<file path="config.mk">
export PLATFORM = sky130hd
export DESIGN_NAME = rsp_s1_prep_ahb_dec
export DESIGN_NICKNAME = d
export VERILOG_FILES = /design/src/rtl/rsp_s1_prep_ahb_dec.sv
export SDC_FILE = /design/constraint.sdc
export NUM_CORES = 1
export LEC_CHECK = 0
export CAP_MARGIN = 20
export CORE_AREA = 8 8 350 352
export DETAILED_ROUTE_END_ITERATION = 16
export DIE_AREA = 0 0 358 360
export DONT_BUFFER_PORTS = 1
export GPL_ROUTABILITY_DRIVEN = 0
export PLACE_DENSITY_LB_ADDON = 0.05
export SLEW_MARGIN = 0
export SYNTH_ARGS = -nofsm -noshare
export SYNTH_HDL_FRONTEND = slang
export SYNTH_SLANG_ARGS = --single-unit
</file>
<file path="constraint.sdc">
create_clock -name hclk -period 1.7 [get_ports hclk]
set_input_delay 0.085 -clock hclk [delete_from_list [all_inputs] [get_ports hclk]]
set_output_delay 0.085 -clock hclk [all_outputs]
set_load 0.005 [all_outputs]
</file>
<file path="src/rtl/rsp_s1_prep_ahb_dec.sv">
// AHB-lite decoder / response mux for the rsp_s1_prep register fabric.
// Adds a default error slave, a per-transfer wait-state timeout and sticky error status.
module rsp_s1_prep_ahb_dec #(
    parameter int unsigned       N_CH      = 7,
    parameter int unsigned       AHB_DW    = 32,
    parameter int unsigned       AHB_AW    = 32,
    parameter int unsigned       CH_AW     = 10,
    parameter logic [AHB_AW-1:0] BASE_ADDR = 'h4000_0000,
    parameter int unsigned       TO_CYC    = 256
) (
    input  logic                     hclk,
    input  logic                     hreset,
    input  logic                     hsel,
    input  logic [1:0]               htrans,
    input  logic [AHB_AW-1:0]        haddr,
    input  logic [2:0]               hburst,
    input  logic [2:0]               hsize,
    input  logic [AHB_DW-1:0]        hwdata,
    input  logic                     hwrite,
    input  logic                     hreadyin,
    output logic [AHB_DW-1:0]        hrdata,
    output logic [1:0]               hresp,
    output logic                     hready,
    output logic [N_CH-1:0]          ch_hsel,
    output logic [N_CH*2-1:0]        ch_htrans,
    output logic [N_CH*AHB_AW-1:0]   ch_haddr,
    output logic [N_CH*3-1:0]        ch_hburst,
    output logic [N_CH*3-1:0]        ch_hsize,
    output logic [N_CH*AHB_DW-1:0]   ch_hwdata,
    output logic [N_CH-1:0]          ch_hwrite,
    output logic [N_CH-1:0]          ch_hreadyin,
    input  logic [N_CH*AHB_DW-1:0]   ch_hrdata,
    input  logic [N_CH*2-1:0]        ch_hresp,
    input  logic [N_CH-1:0]          ch_hready,
    output logic                     to_err,
    output logic [N_CH-1:0]          hung,
    output logic [15:0]              err_cnt
);

    localparam int unsigned SELW   = (N_CH > 1) ? $clog2(N_CH) : 1;
    localparam int unsigned HI_LSB = CH_AW + SELW;
    localparam int unsigned NPAD   = 1 << SELW;
    localparam int unsigned TOW    = (TO_CYC > 1) ? $clog2(TO_CYC) : 1;
    localparam logic [AHB_AW-1:0] OFF_MASK = AHB_AW'((64'd1 << CH_AW) - 64'd1);

    typedef enum logic [1:0] {S_IDLE, S_CH, S_ERR1, S_ERR2} state_t;

    state_t            state, state_nxt, ld_state;
    logic [SELW-1:0]   cur_ch, ch_nxt;
    logic [SELW-1:0]   idx;
    logic [NPAD-1:0]   hung_pad;
    logic              base_match, hit, accept, timeout, to_hit;
    logic [TOW-1:0]    to_cnt;
    logic [AHB_DW-1:0] sel_rdata;
    logic [1:0]        sel_resp;
    logic              sel_ready;

    // Address decode: window select plus hung-channel masking
    assign idx      = haddr[CH_AW +: SELW];
    assign hung_pad = NPAD'(hung);

    generate
        if (HI_LSB < AHB_AW) begin : g_base
            assign base_match = (haddr[AHB_AW-1:HI_LSB] == BASE_ADDR[AHB_AW-1:HI_LSB]);
        end else begin : g_nobase
            assign base_match = 1'b1;
        end
    endgenerate

    assign hit      = base_match & (32'(idx) < N_CH) & ~hung_pad[idx];
    assign accept   = hsel & htrans[1] & hreadyin;
    assign ld_state = !accept ? S_IDLE : (hit ? S_CH : S_ERR1);
    assign to_hit   = (TO_CYC != 0) && (32'(to_cnt) == TO_CYC - 1);

    // Combinational fan-out to every channel lane
    generate
        for (genvar i = 0; i < N_CH; i++) begin : g_lane
            assign ch_hsel[i]                      = hsel & hit & (idx == SELW'(i));
            assign ch_htrans[i*2 +: 2]             = htrans;
            assign ch_haddr[i*AHB_AW +: AHB_AW]    = haddr & OFF_MASK;
            assign ch_hburst[i*3 +: 3]             = hburst;
            assign ch_hsize[i*3 +: 3]              = hsize;
            assign ch_hwdata[i*AHB_DW +: AHB_DW]   = hwdata;
            assign ch_hwrite[i]                    = hwrite;
            assign ch_hreadyin[i]                  = hreadyin;
        end
    endgenerate

    // Response of the lane owning the current data phase
    always_comb begin
        sel_rdata = '0;
        sel_resp  = 2'b00;
        sel_ready = 1'b0;
        for (int i = 0; i < N_CH; i++) begin
            if (cur_ch == SELW'(i)) begin
                sel_rdata = ch_hrdata[i*AHB_DW +: AHB_DW];
                sel_resp  = ch_hresp[i*2 +: 2];
                sel_ready = ch_hready[i];
            end
        end
    end

    always_ff @(posedge hclk) begin
        if (hreset) begin
            state  <= S_IDLE;
            cur_ch <= '0;
        end else begin
            state  <= state_nxt;
            cur_ch <= ch_nxt;
        end
    end

    always_comb begin
        state_nxt = state;
        ch_nxt    = cur_ch;
        timeout   = 1'b0;
        case (state)
            S_IDLE: begin
                state_nxt = ld_state;
                ch_nxt    = idx;
            end
            S_CH: begin
                if (sel_ready) begin
                    state_nxt = ld_state;
                    ch_nxt    = idx;
                end else if (to_hit) begin
                    state_nxt = S_ERR1;
                    timeout   = 1'b1;
                end
            end
            S_ERR1: state_nxt = S_ERR2;
            S_ERR2: begin
                state_nxt = ld_state;
                ch_nxt    = idx;
            end
            default: state_nxt = S_IDLE;
        endcase
    end

    always_comb begin
        hready = 1'b1;
        hresp  = 2'b00;
        hrdata = '0;
        case (state)
            S_CH: begin
                hready = sel_ready;
                hresp  = sel_resp;
                hrdata = sel_rdata;
            end
            S_ERR1: begin
                hready = 1'b0;
                hresp  = 2'b01;
            end
            S_ERR2: hresp = 2'b01;
            default: ;
        endcase
    end

    // Wait-state counter, hung flags and error statistics
    always_ff @(posedge hclk) begin
        if (hreset) begin
            to_cnt  <= '0;
            to_err  <= 1'b0;
            hung    <= '0;
            err_cnt <= '0;
        end else begin
            to_cnt <= (state == S_CH && !sel_ready) ? to_cnt + TOW'(1) : '0;
            to_err <= timeout;
            for (int i = 0; i < N_CH; i++) begin
                if (timeout && cur_ch == SELW'(i))
                    hung[i] <= 1'b1;
                else if (ch_hready[i] && !(state == S_CH && cur_ch == SELW'(i)))
                    hung[i] <= 1'b0;
            end
            if (state == S_ERR2 && err_cnt != 16'hFFFF)
                err_cnt <= err_cnt + 16'd1;
        end
    end

endmodule

</file>
==> summary.txt <==
status -> finished, violations left
failing checks -> setup timing
DR top layer -> met5
Worst Path Required -> 1.91 ns
CP peak stage delay -> 0.39 ns
WP data arrival -> 2.23 ns
worst slew pin tran -> 0.536 ns
post-route ant nets -> 0
CTS tree -> built
library cells used by synthesis -> 54
Pwr Total -> 4330 uW
global-route wire length before repair -> 55500 um
Vias per Instance -> 2.28
endpoints failing setup -> 63
part of the cycle the worst path needs -> 1.19
unrepaired setup endpoints after global routing -> true
H-tree levels -> 2
vias in the first global route -> 6009
Final HPWL DP -> 36300 um
CP max stage cell -> dfxtp_4
die width -> 358 um
skew final -> 0.0102 ns
post-route design area -> 8710 um2
# clock sinks -> 37
metal2 WL -> 19800 um
cell count after synthesis -> 1034
dpl cell area -> 7470 um2
CP Capture Point -> hung[3]$_SDFFE_PP0P_
crit-path leading delay family -> compound AO/OA/AOI/OAI gates
Fill cells -> 13800
ys async rst share -> 0
Overall Global Routing Usage -> 0.0615
WP buf/inv -> 4
Std-Cell Rows -> 126
vias -> 5331
largest area contributor in the netlist -> buf_4
Critical Path, Cell by Cell -> buf_6 > buf_12 > buf_12 > mux2i_4 > o221ai_4 > buf_6 > a2111oi_4 > nand2_2 > o21ai_4
crit end category -> flip-flop
First-pass DRT Iterations -> 4
Max Transition Viols Final -> 0
IO Pins -> 906
critical path depth -> 9
Clk Latency, worst-skew pair -> 0.30 ns
layout net count -> 1130
Initial Utilization -> 0.0674
FMAX -> 0.495 GHz
Leakage -> 0.00286 uW
CTS max path bufs -> 2
Post-Syn Area per Cell -> 7.62 um2
DR WL met3 -> 5180 um
Rel. slew slack -> 0.643
Crit Path Class -> flip-flop to flip-flop
largest net degree at the start of global routing -> 65
reg2reg setup slack -> -0.32 ns
reg2reg end -> hung[3]$_SDFFE_PP0P_
endpoints failing hold -> 0
remaining global-route overflow -> 0
ys flop type -> dfxtp_1
Cell Pwr Density -> 497 nW/um2
core footprint -> 117000 um2
initial antenna violation count -> 14
flops & latches, synth -> 37
Syn Std Cell Area -> 7880 um2
Tmin final -> 2.02 ns
VDD IR max -> 0.278 mV
Synth top area share -> 0.499
FF-to-FF path depth -> 9
clock root buffer -> clkbuf_16
final WL -> 42600 um
initial DRC count -> 174
final setup margin -> -0.320 ns
worst-path maximum fanout -> 4
full die area -> 129000 um2
sequential area share after synthesis -> 0.0940
drt drc -> 0
most area-consuming cells after synthesis -> buf_4, mux4_2, dfxtp_1
met1 wire length -> 15700 um
Port Buffers -> 0
Area Overhead vs Synth -> 10.6%
Hold/Removal Path Class -> input port to flip-flop
MaxCap Viol Count -> 0
average routed wire per standard cell -> 18.2 um
Die Height -> 360 um
R2R Path Start -> cur_ch[0]$_SDFFE_PP0P_
Setup crit start kind -> flip-flop
Critical Path Start -> cur_ch[0]$_SDFFE_PP0P_
total CTS buffers -> 5
number of synthesized flops with an enable pin -> 0
Clock Pin Slew Worst Setup and Hold Paths -> 0.06 ns
Syn. warnings -> 0
share of cells above drive strength 1 -> 0.402
## synthesized netlist by cell type (6+ instances only)
| master | instances |
|---|---|
| a211oi_1 | 35 |
| a21oi_1 | 41 |
| inv_1 | 10 |
| o21ai_0 | 40 |
| mux4_2 | 34 |
| xor2_1 | 16 |
| mux2i_1 | 6 |
| o21ai_1 | 7 |
| ha_1 | 6 |
| buf_2 | 12 |
| dfxtp_1 | 37 |
| nor2_1 | 135 |
| clkbuf_1 | 21 |
| nand3_1 | 17 |
| buf_4 | 524 |
| nand2_1 | 13 |
| o22ai_1 | 6 |
## tightest hold or removal path, delay by kind of cell
family	cells	cell delay, ns
compound gates	2	0.11
simple gates	1	0.09
## through the flow
stage               setup TNS (ns)  instances  worst slack, ns  utilization  hold WS (ns)
floorplan                        0       1187           0.0229            -         0.174
finish                      -14.52       2341           -0.320       0.0745        0.0202
global route                -21.50       2339           -0.460       0.0745        0.0228
CTS                         -18.98       2335           -0.503       0.0730       0.00178
global placement             -8.86       2295           -0.597       0.0639         0.170
detailed placement           -8.72       2295           -0.576       0.0639         0.168
## power breakdown
part / switching [uW] / leakage, uW / internal [uW]
Combinational: 1300 / 0.00249 / 1140
Clock: 441 / 0.0000706 / 541
Sequential: 23.3 / 0.000305 / 887
## logic make-up (layout without fill, tap and decap cells)
family,after synthesis,count (layout),share of synthesized area
compound gates,151,151,0.122
xor+xnor,20,20,0.0222
fa+ha+maj,6,6,0.00953
buf+inv,572,188,0.526
flops,37,37,0.0940
mux,40,40,0.105
other cells,1,156,0.000476
simple gates,207,207,0.121
## state kept, by name, summed over array words and instances, names as in the netlist
| signal | count |
|---|---|
| err_cnt | 16 |
| cur_ch | 3 |
| to_err | 1 |
| state | 2 |
| hung | 7 |
| to_cnt | 8 |
## what timing repair did
item,CTS,global route
setup endpoints to repair,70,73
gates resized for setup,129,46
pin swaps,29,31
buffers inserted,26,8
hold endpoints to repair,23,1
gates cloned,4,0
hold buffers,4,1
## cells in the final DEF, fill, tap and decap left out, types with 8 or more instances in the layout
master and count:
conb_1 154, buf_4 113, nor2_1 98, a21oi_1 34
mux4_2 34, o21ai_0 34, nor2_2 27, buf_6 27
dfxtp_1 26, a211oi_1 22, buf_12 20, xor2_1 16
nand3_1 14, a211oi_2 13, nand2_1 12, nor2_4 10
inv_1 10, dfxtp_2 8
## per-layer routing
layer | vias to the layer above | global-route usage
li1 | 2322 | -
met1 | 2542 | 0.0672
met2 | 328 | 0.100
met3 | 133 | 0.0303
met4 | 6 | 0.0236
met5 | - | 0.0155
## how the worst min path moves through the flow
stage	cells past startpoint	from	to	slack (ns)
global route	3	ch_hready[2]	hung[2]$_SDFFE_PP0P_	0.02
global placement	0	haddr[4]	ch_haddr[164]	0.17
floorplan	1	hreset	to_err$_SDFF_PP0_	0.17
CTS	3	ch_hready[6]	hung[6]$_SDFFE_PP0P_	0.002
detailed placement	1	hreset	cur_ch[2]$_SDFFE_PP0P_	0.17
finish	3	ch_hready[6]	hung[6]$_SDFFE_PP0P_	0.02
## layout make-up
cell class	count	area (um2)	share of cell area
repair buffers	170	1740	0.199
inverters	10	37.5	0.00431
well taps	1536	1920	0.221
clock buffers	6	129	0.0148
diodes	2	5.00	0.000574
multi-input cells	578	4110	0.472
flip-flops and latches	37	762	0.0874
clock inverters	2	10.0	0.00115
Note: power is estimated with default switching activity, not from simulation.
